[src/rtl/q32_comparator.sv]
// q32_comparator: registered, pipelined signed "less-than-or-equal" compare
// for two's-complement fixed-point operands (Q32.32 by default). Used as the
// node-decision primitive of the decision-tree engine.
//
// Ports:
//   clk          rising-edge clock
//   rst_n        asynchronous, active-low reset
//   en           operands valid; sampled on every rising edge
//   feature      signed operand, INT_W+FRAC_W bits
//   threshold    signed operand, INT_W+FRAC_W bits
//   go_left      registered result: feature <= threshold (signed)
//   compare_done registered strobe, one pulse per accepted operand pair,
//                LATENCY cycles after en was sampled
module q32_comparator #(
  parameter int unsigned INT_W   = 32,
  parameter int unsigned FRAC_W  = 32,
  parameter int unsigned LATENCY = 2
) (
  input  logic                      clk,
  input  logic                      rst_n,
  input  logic                      en,
  input  logic [INT_W+FRAC_W-1:0]   feature,
  input  logic [INT_W+FRAC_W-1:0]   threshold,
  output logic                      go_left,
  output logic                      compare_done
);

  localparam int unsigned W = INT_W + FRAC_W;

  generate
    if (LATENCY == 2) begin : g_lat2
      // Stage 1 splits the wide compare into an integer-part signed compare
      // and a fraction-part unsigned compare to shorten the critical path.
      logic int_lt;
      logic int_eq;
      logic frac_le;
      logic v1;

      always_ff @(posedge clk or negedge rst_n) begin
        if (!rst_n) begin
          int_lt  <= 1'b0;
          int_eq  <= 1'b0;
          frac_le <= 1'b0;
          v1      <= 1'b0;
        end else begin
          v1 <= en;
          if (en) begin
            int_lt  <= $signed(feature[W-1:FRAC_W]) < $signed(threshold[W-1:FRAC_W]);
            int_eq  <= feature[W-1:FRAC_W] == threshold[W-1:FRAC_W];
            frac_le <= feature[FRAC_W-1:0] <= threshold[FRAC_W-1:0];
          end
        end
      end

      // Stage 2 combines the partial flags; go_left holds between results.
      always_ff @(posedge clk or negedge rst_n) begin
        if (!rst_n) begin
          go_left      <= 1'b0;
          compare_done <= 1'b0;
        end else begin
          compare_done <= v1;
          if (v1) begin
            go_left <= int_lt | (int_eq & frac_le);
          end
        end
      end
    end else if (LATENCY == 1) begin : g_lat1
      // Single stage: full-width signed compare straight into the output flop.
      always_ff @(posedge clk or negedge rst_n) begin
        if (!rst_n) begin
          go_left      <= 1'b0;
          compare_done <= 1'b0;
        end else begin
          compare_done <= en;
          if (en) begin
            go_left <= $signed(feature) <= $signed(threshold);
          end
        end
      end
    end else begin : g_bad_latency
      $error("q32_comparator: LATENCY must be 1 or 2");
    end
  endgenerate

endmodule

[config.mk]
export PLATFORM = sky130hd
export DESIGN_NAME = q32_comparator
export DESIGN_NICKNAME = d
export VERILOG_FILES = /design/src/rtl/q32_comparator.sv
export SDC_FILE = /design/constraint.sdc
export NUM_CORES = 1
export LEC_CHECK = 0
export CAP_MARGIN = 20
export CORE_UTILIZATION = 55
export CTS_BUF_LIST = sky130_fd_sc_hd__clkbuf_8 sky130_fd_sc_hd__clkbuf_16
export DETAILED_ROUTE_END_ITERATION = 8
export DONT_BUFFER_PORTS = 1
export GPL_ROUTABILITY_DRIVEN = 0
export PLACE_DENSITY = 0.78
export SETUP_SLACK_MARGIN = 0.05
export SLEW_MARGIN = 20
export SYNTH_ARGS = -nofsm -noshare
export SYNTH_HDL_FRONTEND = slang
export SYNTH_SLANG_ARGS = --single-unit
[constraint.sdc]
create_clock -name clk -period 1.7 [get_ports clk]
set_input_delay 0.34 -clock clk [delete_from_list [all_inputs] [get_ports clk]]
set_output_delay 0.34 -clock clk [all_outputs]
set_load 0.1 [all_outputs]
-- Yosys cells after proc, flatten, opt, wreduce, memory -nomap -nowiden
Index checks and enable logic that the tools add are counted.
- order comparisons: 2
- equality and inequality tests: 1
- bitwise logic cells: 2
- operator list (operator ; count):
    $eq A32 B32 Y1 ; 1
    $le A32 B32 Y1 ; 1
    $lt A32 B32 Y1 ; 1
    $and A1 B1 Y1 ; 1
    $or A1 B1 Y1 ; 1
- register bits: 6
- input bits: 131
- output and inout bits: 2
- word-level logic and storage cells: 11

-- Depth between registers and ports, before layout
- depth after elaboration: 2
- gate-level depth with buffers: 8
- depth with buffers taken out: 8

-- Worst setup path before layout
No wires, ideal clock.
- path type: input to register
- from: input threshold[49]
- to: register g_lat2.int_lt
- library setup time: 0.128 ns
- arrival: 1.977 ns
- required time: 1.572 ns
- setup slack: -0.405 ns
- stages: 8
- path buffers: 0
- path through: inv_1 -> ha_1 -> a21o_1 -> a221o_1 -> a22o_1 -> or4_4 -> a31oi_1 -> o31ai_1
- cells in the longest elaborated chain, start to end: 1
- RTL lines (element ; RTL line ; source):
    start: declaration ; 23 ; input logic [INT_W+FRAC_W-1:0] threshold,
    $lt A32 B32 Y1 ; 48 ; int_lt <= $signed(feature[W-1:FRAC_W]) < $signed(threshold[W-1:FRAC_W]);
    end signal: assignment ; 48 ;
    end: declaration ; 34 ; logic int_lt;
Every way passes these cells.
A chain may end at the register's enable or synchronous reset.

-- Worst setup path after layout
- from: input feature[49]
- to: register g_lat2.int_lt
- cells in the longest elaborated chain, start to end: 1
- RTL lines (element ; RTL line ; source):
    start: declaration ; 22 ; input logic [INT_W+FRAC_W-1:0] feature,
    $lt A32 B32 Y1 ; 48 ;
Every way passes these cells.

==> results.cfg <==
[logic_synthesis]
synth_seq_area_share_pct = 8.33
post_synth.cell_area_avg_sq_um = 7.48
synth_edf_count = 0
post_synth_main_area_contributors = ha_1, inv_1, dfrtp_1
synth_top_cells_by_count = inv_1, ha_1, a21oi_1
synth_cell_type_count = 27
synth_top_cell_area_share_pct = 44.4
dominantRegCellSynth = dfrtp_1
top_count_cell_post_synth = inv_1
netlist_instances = 241
synth.net_count = 436
yosysWarnings = 0
synth-seq-cells = 6
post-synth-top-area-cell = ha_1
synth.cell_area_sq_um = 1800
async_reset_ff_share_pct = 100

[global_route]
grt_overflow = 0
number_of_global_route_vias_before_repair = 1516
grtUsageTotal_pct = 20.4
grt_pass1_wl_um = 5530
pin_count_of_the_biggest_net_entering_global_routing = 10
antenna_found_initial = 0

[die]
fp.coreArea_sq_um = 3080
top_level_ports = 133
fp.dieArea_sq_um = 3510
die_x_um = 59.2
die_h_um = 59.2
num_rows = 20
initial_standard_cell_utilization_of_the_core_pct = 58.5

[power_and_ir_drop]
vdd.ir_drop.worst_uv = 251
report.power.total_mw = 0.787
static-leakage-power_nw = 1.21
power_density_nw_per_um2 = 381

[drt]
post_drt_wl_per_cell_um = 11.9
iter_0_drt_violations = 12
drc_errors = 0
via_per_inst = 5.50
vias = 1661
drtAntennaViolNets = 0
finalWirelength_um = 3590
drt_pass1_iterations = 3

[clocking]
clkSlewWorstSetupHoldPaths_ns = 0.03
numClockSinks = 6
clock_tree.buffer_depth = 2
tritoncts_clock_tree = yes
ctsRootBufferMaster = clkbuf_8
cts_max_level = 1
source_to_sink_clock_delay_at_the_later_pin_of_the_worst_skew_pair_ns = 0.22
cts_inserted_buffers = 3
post-cts-setup-buffer-count = 0

[timing]
final.period_utilization_pct = 104
actual_slew_at_the_worst_max_slew_pin_ns = 0.282
slew_viol_final = 0
setup-violations-final = 1
finalHoldViolCount = 0
max-slew-margin-rel_pct = 81.0
finalWorstSetupSlack_ns = -0.0668
fmax_ghz = 0.566
tns_ns = -0.0668
fin_skew_ns = 0.00158
hold_slack_ns = 0.155
rsz_0062_raised_after_global_routing = yes
period_minus_slack_ns = 1.77

[setup_path]
kind_of_end_point_of_the_critical_path = register
cp_endpoint = g_lat2.int_lt$_DFFE_PN0P_
critical_path_class = input pin to register
reg2reg_from = g_lat2.frac_le$_DFFE_PN0P_
cp.required_ns = 1.79
crit_arrival_ns = 1.86
worst-path-max-fanout = 2
rr_endpoint = g_lat2.frac_le$_DFFE_PN0P_
startpoint_type = input pin
r2r_cells = 3
r2r_slack_ns = 0.77
critical_path.startpoint = feature[49]

[run_status]
violations = negative setup slack
outcome = complete, but fails checks

[worst_hold_path]
min_path_type = input pin to register

[layout]
number_of_diodes = 0
synthToLayoutAreaGrowth_pct = 14.6
drive_gt1_share_pct = 10.1
final.fill_count = 305
layout.cell_area.non_filler_sq_um = 2060
layoutNonFillerInstCount = 302
num-nets-final = 455

[placed_design]
io_buffers = 0
dp_hpwl_um = 3340
placed_cells_incl_taps = 298
placed_area_sq_um = 1950

[run]
max_cap_viol_count = 0
[cells in the final DEF, fill, tap and decap left out, drive strengths merged, types with 3 or more instances in the layout]
master and n:
nor2b 5, a21oi 27, nand3 7, inv 67
dfrtp 6, o21ai 7, buf 13, nand4 13
clkbuf 3, a21o 8, ha 64, nor2 8
nand2 9
[routing by layer]
metal / GRT usage, % / vias to the layer above / share of wire (%)
li1: - / 876 / -
met1: 21.8 / 716 / 41
met2: 40.4 / 67 / 52
met3: 4.15 / 2 / 6.4
met4: 4.08 / 0 / 0.22
met5: 0 / - / 0
[sequential cells by signal, indices dropped and copies added (netlist names)]
| register | cells |
|---|---|
| compare_done | 1 |
| g_lat2.frac_le | 1 |
| g_lat2.int_eq | 1 |
| g_lat2.int_lt | 1 |
| g_lat2.v1 | 1 |
| go_left | 1 |
[kinds of logic after synthesis]
family	count (synthesis)	share of synthesized area, %
AO/OA/AOI/OAI	55	18.6
adder cells (fa/ha/maj)	64	44.4
buffers and inverters	67	14.0
flip-flops	6	8.33
AND/OR/NAND/NOR	49	14.7
[area by class of cell]
| class | instances | area (sq um) | area share (%) |
|---|---|---|---|
| flip-flops and latches | 6 | 150 | 7.27 |
| inverters | 67 | 256 | 12.4 |
| well taps | 44 | 55.1 | 2.67 |
| repair buffers | 14 | 108 | 5.21 |
| clock buffers | 3 | 41.3 | 2.00 |
| multi-input cells | 168 | 1450 | 70.4 |
[metrics by stage]
step	worst slack (ns)	util (%)
floorplan	-0.353	-
global placement	-0.387	63.5
detailed placement	-0.436	63.5
CTS	-0.0651	66.6
global route	-0.126	67.1
finish	-0.0668	67.1
[where the power goes]
part           switching [mW]  internal, mW  leakage [nW]
sequential            0.00618         0.158        0.0729
clock                  0.0531         0.151        0.0216
combinational           0.220         0.199          1.11
[worst max-delay path, cell delays in order]
cell and delay, ns:
ha_4 0.21, a21o_1 0.15, a221o_1 0.31, a22o_1 0.21, or4_4 0.41, a31oi_1 0.14
o31ai_1 0.08
[how the worst min path moves through the flow]
stage	from	endpoint	slack [ns]	cells past startpoint
after detailed placement	rst_n	g_lat2.int_lt$_DFFE_PN0P_	0.04	0
after CTS	en	g_lat2.v1$_DFF_PN0_	0.15	0
after global placement	rst_n	g_lat2.int_eq$_DFFE_PN0P_	0.04	0
after floorplan	rst_n	compare_done$_DFF_PN0_	0.04	0
after global routing	en	g_lat2.v1$_DFF_PN0_	0.14	0
final	en	g_lat2.v1$_DFF_PN0_	0.15	0
[repair_timing]
| item | in CTS | in global routing |
|---|---|---|
| endpoints found under the setup margin | 1 | 3 |
| gates resized for setup | 9 | 2 |
| pin swaps | 3 | 0 |
| hold endpoints to repair | 6 | 0 |
| hold buffers | 1 | 0 |
Power figures use the tool's default switching activity.
